===== config.mk =====
export PLATFORM = sky130hd
export DESIGN_NAME = fault_retry_ctrl
export DESIGN_NICKNAME = d
export VERILOG_FILES = /design/src/rtl/fault_retry_pkg.sv /design/src/rtl/fault_retry_ctrl_debounce.sv /design/src/rtl/fault_retry_ctrl.sv
export SDC_FILE = /design/constraint.sdc
export NUM_CORES = 1
export LEC_CHECK = 0
export CAP_MARGIN = 20
export CORE_AREA = 5 5 99 101
export CTS_CLUSTER_DIAMETER = 40
export DETAILED_ROUTE_END_ITERATION = 10
export DIE_AREA = 0 0 104 106
export PLACE_DENSITY = 0.66
export SYNTH_ARGS = -nofsm -noshare
export SYNTH_HDL_FRONTEND = slang
export SYNTH_SLANG_ARGS = --single-unit
export TNS_END_PERCENT = 50

===== constraint.sdc =====
create_clock -name CLK_50M -period 5.2 [get_ports CLK_50M]
set_input_delay 0.52 -clock CLK_50M [delete_from_list [all_inputs] [get_ports CLK_50M]]
set_output_delay 0.52 -clock CLK_50M [all_outputs]
set_load 0.02 [all_outputs]

===== src/rtl/fault_retry_pkg.sv =====
// ============================================================================
// Module : fault_retry_pkg
// Shared state encodings, timer width and default timing for the fault
// retry sequencer.
// Rev    : 1.0 - initial release
// ============================================================================
`default_nettype none

package fault_retry_pkg;

    localparam int unsigned c_STATE_W = 5;
    typedef logic [c_STATE_W-1:0] state_t;

    localparam state_t c_ST_IDLE    = 5'b00001;
    localparam state_t c_ST_HOLDOFF = 5'b00010;
    localparam state_t c_ST_PULSE   = 5'b00100;
    localparam state_t c_ST_ACK     = 5'b01000;
    localparam state_t c_ST_LOCKOUT = 5'b10000;

    localparam int unsigned c_TIMER_W = 29;

    localparam int unsigned c_DEF_HOLDOFF_CYCLES  = 50_000_000;
    localparam int unsigned c_DEF_PULSE_CYCLES    = 50;
    localparam int unsigned c_DEF_ACK_CYCLES      = 1000;
    localparam int unsigned c_DEF_MAX_RETRY       = 3;
    localparam int unsigned c_DEF_CLEAR_CYCLES    = 500_000_000;
    localparam int unsigned c_DEF_DEBOUNCE_CYCLES = 500_000;

endpackage

`default_nettype wire


===== src/rtl/fault_retry_ctrl_debounce.sv =====
// ============================================================================
// Module : debounce
// Level debouncer: dout follows din once din has differed from it for
// DEBOUNCE_CYCLES consecutive cycles.
// Rev    : 1.0 - initial release
// ============================================================================
`default_nettype none

module debounce
    import fault_retry_pkg::*;
#(
    parameter int unsigned DEBOUNCE_CYCLES = c_DEF_DEBOUNCE_CYCLES
) (
    input  logic CLK_50M,
    input  logic Rst_n,
    input  logic din,
    output logic dout
);

    localparam int unsigned         c_CNT_W    = (DEBOUNCE_CYCLES > 1) ? $clog2(DEBOUNCE_CYCLES) : 1;
    localparam logic [c_CNT_W-1:0]  c_CNT_LAST = c_CNT_W'(DEBOUNCE_CYCLES - 1);

    logic [c_CNT_W-1:0] r_cnt;
    logic               r_dout;

    // Any return to the current level restarts the stability count.
    always_ff @(posedge CLK_50M or negedge Rst_n) begin
        if (!Rst_n) begin
            r_cnt  <= '0;
            r_dout <= 1'b0;
        end else if (din == r_dout) begin
            r_cnt  <= '0;
        end else if (r_cnt == c_CNT_LAST) begin
            r_cnt  <= '0;
            r_dout <= din;
        end else begin
            r_cnt  <= r_cnt + c_CNT_W'(1);
        end
    end

    assign dout = r_dout;

endmodule

`default_nettype wire


===== src/rtl/fault_retry_ctrl.sv =====
// ============================================================================
// Module : fault_retry_ctrl
// Fault-recovery sequencer: hold-off, ResetD re-arm pulse, ack wait, bounded
// retries and a lockout cleared only by a debounced manual reset.
// Rev    : 1.0 - initial release
// ============================================================================
`default_nettype none

module fault_retry_ctrl
    import fault_retry_pkg::*;
#(
    parameter int unsigned HOLDOFF_CYCLES  = c_DEF_HOLDOFF_CYCLES,
    parameter int unsigned PULSE_CYCLES    = c_DEF_PULSE_CYCLES,
    parameter int unsigned ACK_CYCLES      = c_DEF_ACK_CYCLES,
    parameter int unsigned MAX_RETRY       = c_DEF_MAX_RETRY,
    parameter int unsigned CLEAR_CYCLES    = c_DEF_CLEAR_CYCLES,
    parameter int unsigned DEBOUNCE_CYCLES = c_DEF_DEBOUNCE_CYCLES
) (
    input  logic       CLK_50M,
    input  logic       Rst_n,
    input  logic       PWMEN,
    input  logic       ManualRst,
    output logic       ResetD,
    output logic       Lockout,
    output logic       FaultActive,
    output logic [2:0] RetryCnt
);

    localparam logic [c_TIMER_W-1:0] c_HOLD_LAST  = c_TIMER_W'(HOLDOFF_CYCLES - 1);
    localparam logic [c_TIMER_W-1:0] c_PULSE_LAST = c_TIMER_W'(PULSE_CYCLES - 1);
    localparam logic [c_TIMER_W-1:0] c_ACK_LAST   = c_TIMER_W'(ACK_CYCLES - 1);
    localparam logic [c_TIMER_W-1:0] c_CLEAR_LAST = c_TIMER_W'(CLEAR_CYCLES - 1);
    localparam logic [2:0]           c_MAX_RETRY  = 3'(MAX_RETRY);

    logic [1:0]           r_pwm_sync;
    logic [1:0]           r_man_sync;
    logic                 r_man_prev;
    logic                 w_pwm_s;
    logic                 w_man_s;
    logic                 w_man_rise;

    state_t               r_state;
    state_t               w_next;
    logic [c_TIMER_W-1:0] r_timer;
    logic [c_TIMER_W-1:0] w_timer_next;
    logic [2:0]           r_cnt;
    logic [2:0]           w_cnt_next;
    logic                 r_reset_d;
    logic                 r_lockout;
    logic                 r_fault_active;

    always_ff @(posedge CLK_50M or negedge Rst_n) begin
        if (!Rst_n) begin
            r_pwm_sync <= 2'b11;
            r_man_sync <= 2'b00;
            r_man_prev <= 1'b0;
        end else begin
            r_pwm_sync <= {r_pwm_sync[0], PWMEN};
            r_man_sync <= {r_man_sync[0], ManualRst};
            r_man_prev <= w_man_s;
        end
    end

    assign w_pwm_s = r_pwm_sync[1];

    debounce #(
        .DEBOUNCE_CYCLES (DEBOUNCE_CYCLES)
    ) u_debounce (
        .CLK_50M (CLK_50M),
        .Rst_n   (Rst_n),
        .din     (r_man_sync[1]),
        .dout    (w_man_s)
    );

    assign w_man_rise = w_man_s & ~r_man_prev;

    always_comb begin
        w_next       = r_state;
        w_timer_next = r_timer + c_TIMER_W'(1);
        w_cnt_next   = r_cnt;
        case (r_state)
            c_ST_IDLE: begin
                if (w_man_rise) begin
                    w_next     = c_ST_PULSE;
                    w_cnt_next = 3'd0;
                end else if (!w_pwm_s) begin
                    w_next = (r_cnt == c_MAX_RETRY) ? c_ST_LOCKOUT : c_ST_HOLDOFF;
                end else if (r_timer == c_CLEAR_LAST) begin
                    w_cnt_next   = 3'd0;
                    w_timer_next = '0;
                end
            end
            c_ST_HOLDOFF: begin
                if (w_man_rise) begin
                    w_next     = c_ST_PULSE;
                    w_cnt_next = 3'd0;
                end else if (r_timer == c_HOLD_LAST) begin
                    w_next = c_ST_PULSE;
                    if (r_cnt != c_MAX_RETRY) begin
                        w_cnt_next = r_cnt + 3'd1;
                    end
                end
            end
            c_ST_PULSE: begin
                if (r_timer == c_PULSE_LAST) begin
                    w_next = c_ST_ACK;
                end
            end
            c_ST_ACK: begin
                // An unanswered pulse is a failed retry: try again while retries remain.
                if (w_man_rise) begin
                    w_next     = c_ST_PULSE;
                    w_cnt_next = 3'd0;
                end else if (w_pwm_s) begin
                    w_next = c_ST_IDLE;
                end else if (r_timer == c_ACK_LAST) begin
                    w_next = (r_cnt == c_MAX_RETRY) ? c_ST_LOCKOUT : c_ST_HOLDOFF;
                end
            end
            c_ST_LOCKOUT: begin
                w_timer_next = '0;
                if (w_man_rise) begin
                    w_next     = c_ST_PULSE;
                    w_cnt_next = 3'd0;
                end
            end
            default: begin
                w_next     = c_ST_IDLE;
                w_cnt_next = 3'd0;
            end
        endcase
        if (w_next != r_state) begin
            w_timer_next = '0;
        end
    end

    // Outputs are registered from the next state so they line up with it.
    always_ff @(posedge CLK_50M or negedge Rst_n) begin
        if (!Rst_n) begin
            r_state        <= c_ST_IDLE;
            r_timer        <= '0;
            r_cnt          <= 3'd0;
            r_reset_d      <= 1'b0;
            r_lockout      <= 1'b0;
            r_fault_active <= 1'b0;
        end else begin
            r_state        <= w_next;
            r_timer        <= w_timer_next;
            r_cnt          <= w_cnt_next;
            r_reset_d      <= (w_next == c_ST_PULSE);
            r_lockout      <= (w_next == c_ST_LOCKOUT);
            r_fault_active <= (w_next != c_ST_IDLE);
        end
    end

    assign ResetD      = r_reset_d;
    assign Lockout     = r_lockout;
    assign FaultActive = r_fault_active;
    assign RetryCnt    = r_cnt;

endmodule

`default_nettype wire

### Word-level counts from Yosys, hierarchy flattened

Index checks and enable logic that the tools add are counted.

* flip-flop bits (word level): 65
* bits in latches: 0
* bits in writable memories: 0
* bits in read-only memories: 0
* input port bits: 4
* output and inout bits: 6
* logic and storage cells: 69
* memories kept: 0

* add/subtract/negate cells: 3
* multipliers: 0
* div/mod/pow operators: 0
* magnitude comparators: 0
* equality and inequality tests: 22
* shifts and indexed selects: 0
* multiplexer cells: 26
* bitwise logic cells: 4
* reductions and logical operators: 3

Operators with widths (number)
* 29-bit 2-to-1 mux: 4
* 29-bit one-hot mux with 2 select lines: 1
* 5-bit 2-to-1 mux: 10
* 19-bit 2-to-1 mux: 2
* 29-bit by 1-bit adder with 29-bit output, second input constant: 1
* 29-bit by 10-bit == test with 1-bit output, second input constant: 1
* 29-bit by 26-bit == test with 1-bit output, second input constant: 1
* 29-bit == test, second input constant: 1
* 29-bit by 6-bit == test with 1-bit output, second input constant: 1
* 5-bit one-hot mux with 5 select lines: 1
* 3-bit 2-to-1 mux: 7
* 19-bit by 1-bit adder with 19-bit output, second input constant: 1
* 19-bit == test, second input constant: 1
* 3-bit != test, second input constant: 4
* 3-bit one-hot mux with 4 select lines: 1
* 5-bit by 3-bit == test with 1-bit output, second input constant: 2
* 5-bit == test, second input constant: 2
* 6-bit AND reduction: 1
* 5-bit by 1-bit == test with 1-bit output, second input constant: 1
* 5-bit by 2-bit == test with 1-bit output, second input constant: 1
* 5-bit by 4-bit == test with 1-bit output, second input constant: 1
* 5-bit by 1-bit != test with 1-bit output, second input constant: 1
* 5-bit != test: 1
* 3-bit by 1-bit adder with 3-bit output, second input constant: 1
* 8 further kinds: 10

### Logic depth before layout (Yosys ltp)

* depth after elaboration: 8
* gate-level depth with buffers: 10
* mapped depth without buffers: 8

### Modules after synthesis

A second synthesis with hierarchy kept.

* cell total of the unflattened synthesis: 376
* area, all modules: 3532.1 um^2

Modules (own cells, without submodules)
* fault_retry_ctrl: times used 1, cells an instance 273, area each 2502.4 um^2
* debounce: times used 1, cells an instance 103, area each 1029.7 um^2

### Worst setup path after synthesis

OpenSTA, ideal clock, no wires.

* path kind: reg2reg
* start: register r_cnt[0] (netlist: RetryCnt[0])
* end: register r_timer[20]
* setup time: 0.119 ns
* data arrival time: 2.118 ns
* data required time: 5.081 ns
* path slack: 2.963 ns
* stages on the path, launching flop included: 11
* buffers on the path: 2
* period minus slack after synthesis: 2.237 ns
* path through: dfrtp_1 ha_1 ha_1 nor2_1 or4b_1 nor4_1 o32ai_1 nand4_1 buf_4 buf_6 nor2_1

* cells in the longest elaborated chain, start to end: 8
* elaborated cells on any way between the ends: 10
* classes of those cells: eq/ne: 2; mux: 8

RTL lines
* start, declared: line fault_retry_ctrl.sv:46 `logic [2:0] r_cnt;`
* start signal, assigned: line fault_retry_ctrl.sv:149 `r_cnt <= w_cnt_next;`
* 3-bit by 2-bit == test with 1-bit output (*): line fault_retry_ctrl.sv:87, fault_retry_ctrl.sv:117
* 5-bit 2-to-1 mux (*): line fault_retry_ctrl.sv:87, fault_retry_ctrl.sv:117
* 5-bit 2-to-1 mux: line fault_retry_ctrl.sv:116 `end else if (r_timer == c_ACK_LAST) begin`
* 5-bit 2-to-1 mux: line fault_retry_ctrl.sv:114 `end else if (w_pwm_s) begin`
* 5-bit 2-to-1 mux: line fault_retry_ctrl.sv:111 `if (w_man_rise) begin`
* 5-bit one-hot mux with 5 select lines (*): line fault_retry_ctrl.sv:81 `case (r_state)`
* 5-bit != test (*): line fault_retry_ctrl.sv:132 `if (w_next != r_state) begin`
* 29-bit 2-to-1 mux (*): line fault_retry_ctrl.sv:132
* via w_timer_next[20]: line fault_retry_ctrl.sv:45 `logic [c_TIMER_W-1:0] w_timer_next;`
* end signal, assigned: line fault_retry_ctrl.sv:148 `r_timer <= w_timer_next;`
* end, declared: line fault_retry_ctrl.sv:44 `logic [c_TIMER_W-1:0] r_timer;`

Mark *: on every way through the listed nets, which the timed path passes. The rest lies on a longest branch.
A chain may end at the register's enable or synchronous reset.

### Worst setup path in the final report

* start: register r_timer[0]
* end: register r_timer[13]

* cells in the longest elaborated chain, start to end: 7
* elaborated cells on any way between the ends: 18
* classes of those cells: add/sub: 1; eq/ne: 5; mux: 12

RTL lines (line)
* parallel branches: the longest is 6 deep, another holds 29-bit by 1-bit adder with 29-bit output
* 29-bit 2-to-1 mux (*): fault_retry_ctrl.sv:132
* via w_timer_next[13]: fault_retry_ctrl.sv:45

Mark *: on every way through the listed nets, which the timed path passes.

==> results.toml <==
[outcome]
status = "complete, no violations"

[synthesis]
yosys.area_share.simple_pct = 30.33
synthMuxAreaShare_pct = 0.6522
yosysMostFrequentCell = "nor2_1"
ys_top_cells_by_area = "dfrtp_1, nor2_1, xor2_1"
yosys.area_share.adder_pct = 1.812
async_reset_ff_share_pct = 100.0
avgSynthCellArea_um2 = 9.513
synth-seq-cells = 65
synth_top_area_share_pct = 44.93
synth.distinct_cells = 51
synth_top_family_by_area = "simple AND/OR/NAND/NOR gates"
synth_xor_area_share_pct = 11.41
syn_area_mm2 = 0.003453
synth_edf_count = 0
synth_largest_area_cell = "dfrtp_1"
yosysSeqAreaShare_pct = 47.21
synth_compound_area_share_pct = 6.087
ys.flop_type = "dfrtp_1"
ys_top_cells_by_count = "nor2_1, dfrtp_1, xor2_1"
synth_cells = 363
synth_fp_nets = 372
synth_warnings = 0

[worst_setup_path]
critPathSlowestCell = "dfrtp_1"
reg2reg_depth = 8
rr_endpoint = "r_timer[13]$_DFF_PN0_"
cp.arrival_ns = 2.65
crit_path_max_incr_delay_ns = 0.41
criticalPathCategory = "flip-flop to flip-flop"
required_ns = 5.41
path_max_fanout = 29
worstReg2RegStart = "r_timer[0]$_DFF_PN0_"
crit_chain = "ha_1, nand3_1, or3_1, nor3_1, a22oi_1, nand4_1, buf_4, nor2_1"
end_kind = "flip-flop"
ff2ff_setup_slack_ns = 2.76
start_kind = "flip-flop"

[power]
power-per-cell-area_mw_per_mm2 = 317.1
total_power_uw = 1213
ir_drop_v = 0.0001481
p_leak_uw = 0.001592

[final_layout]
regArea_mm2 = 0.001630
multiInputGateArea_mm2 = 0.001737
fin_nets = 381
diodes = 0
drive_above_1_share_pct = 8.753
fill_cells = 871
final_cells = 488
syn_to_final_growth_pct = 10.76
final_cell_area_mm2 = 0.003825

[global_routing]
grtUsageTotal_pct = 13.31
grt_max_degree = 66
grt_overflow = 0
grt_pass1_wl_um = 12180
grt_antenna_before_repair = 0
first_global_vias = 2590

[clock_network]
htreeDepth = 3
cts_root_buf = "clkbuf_8"
postCtsSetupBuffers = 0
clockBufferDepth = 2
path_clk_slew_ns = 0.08
cts.sinks = 65
ctsHoldBuffers = 0
worstSkewPairLatency_ns = 0.34
cts_tree = "done"
cts_resized = 0
cts_buffers = 9

[floorplan]
start_util_pct = 38.66
design.die.area_mm2 = 0.01102
num_rows = 35
design.core.area_mm2 = 0.008934
die_w_um = 104
die_y_um = 106
pin_count = 10

[sta]
fmax_mhz = 409.9
hold_violations = 0
min_period_ns = 2.439
fin_crit_sh_pct = 46.91
rsz0062_at_grt = "no"
slew_headroom_pct = 45.85
skew_ns = 0.009193
worst_slew_pin_slew_ns = 0.8122
drv_slew = 0
setup-tns-final_ns = 0
setup_viol = 0

[min_path]
min_path_type = "input port to async pin"

[routing]
first_iter_violations = 139
wl_per_cell_um = 14.15
drt_first_pass_iters = 5
via_count = 2634
via_per_inst = 5.398
ant_nets = 0
route.detailed.drc = 0
routed_wirelength_um = 6905

[placed_design]
dpl_cell_area_mm2 = 0.003628
portBuffers = 9
gp_congestion = 0.8154
dp.cells = 472
hpwl_um = 4694

[flow_run]
timing.max_cap.violations = 0
cells by family after synthesis:
| logic type | Yosys count |
|---|---|
| compound gates | 31 |
| xor+xnor | 45 |
| fa+ha+maj | 5 |
| buf+inv | 19 |
| flops | 65 |
| mux | 2 |
| simple gates | 196 |
registers in the layout, indices dropped and copies added (netlist names):
signal            count
r_man_prev            1
RetryCnt              3
r_state               5
u_debounce.dout       1
r_pwm_sync            2
ResetD                1
r_timer              29
Lockout               1
FaultActive           1
u_debounce.r_cnt     19
r_man_sync            2
worst max path at each step:
stage	startpoint	end	slack, ns	cells past startpoint
6_report	r_timer[0]$_DFF_PN0_	r_timer[13]$_DFF_PN0_	2.76	8
5_1_grt	r_timer[0]$_DFF_PN0_	r_timer[27]$_DFF_PN0_	2.58	8
4_1_cts	r_timer[0]$_DFF_PN0_	r_timer[4]$_DFF_PN0_	2.78	8
3_5_place_dp	r_timer[0]$_DFF_PN0_	r_timer[3]$_DFF_PN0_	2.78	8
3_3_place_gp	r_timer[0]$_DFF_PN0_	r_timer[16]$_DFF_PN0_	2.80	8
2_1_floorplan	RetryCnt[0]$_DFFE_PN0P_	r_timer[20]$_DFF_PN0_	2.96	10
layout make-up:
class                   instances  area share [%]
multi-input cells             279           45.40
well taps                     111           3.631
inverters                       6          0.5888
clock buffers                  10           3.337
flip-flops and latches         65           42.62
clock inverters                 6           1.799
repair buffers                 11           2.617
critical path, delay by kind of cell (launching register included):
| kind | cells | cell delay [ns] |
|---|---|---|
| compound gates | 1 | 0.19 |
| buf+inv | 1 | 0.31 |
| fa+ha+maj | 1 | 0.23 |
| simple gates | 5 | 1.17 |
| flops | 1 | 0.41 |
placed cells by master (no fill, tap or decap), types with 4 or more instances in the layout:
master	netlist	final
a21oi_1	6	6
and3_1	7	7
and4_1	7	7
clkbuf_8	0	9
clkdlybuf4s50_1	0	8
dfrtp_1	62	62
ha_1	5	5
inv_1	6	6
nand2_1	21	21
nand2b_1	4	4
nand3_1	25	25
nand4_1	12	12
nor2_1	73	73
nor2b_1	5	5
nor3_1	5	5
nor4_1	6	6
nor4_2	4	4
o21ai_0	7	7
or3_1	6	6
xnor2_1	16	16
xor2_1	29	29
per-layer routing:
| layer | GRT usage [%] | vias to the layer above | wire length (um) |
|---|---|---|---|
| li1 | - | 1291 | - |
| met1 | 17.81 | 1288 | 3325 |
| met2 | 20.72 | 47 | 3251 |
| met3 | 2.672 | 8 | 206 |
| met4 | 6.198 | 0 | 121 |
| met5 | 0 | - | 0 |
stage by stage:
stage / utilization, % / worst slack [ns] / hold slack, ns
floorplan: - / 2.963 / 0.2244
global placement: 40.62 / 2.801 / 0.3347
detailed placement: 40.62 / 2.785 / 0.3394
CTS: 42.82 / 2.777 / 0.3587
global route: 42.82 / 2.580 / 0.3596
finish: 42.82 / 2.761 / 0.3422
power by group:
part	internal, uW	switching, uW	total (uW)
Clock	223	200	423
Sequential	533	33.4	567
Combinational	88.1	134	223
No activity file was read; power rests on OpenSTA's default activity.
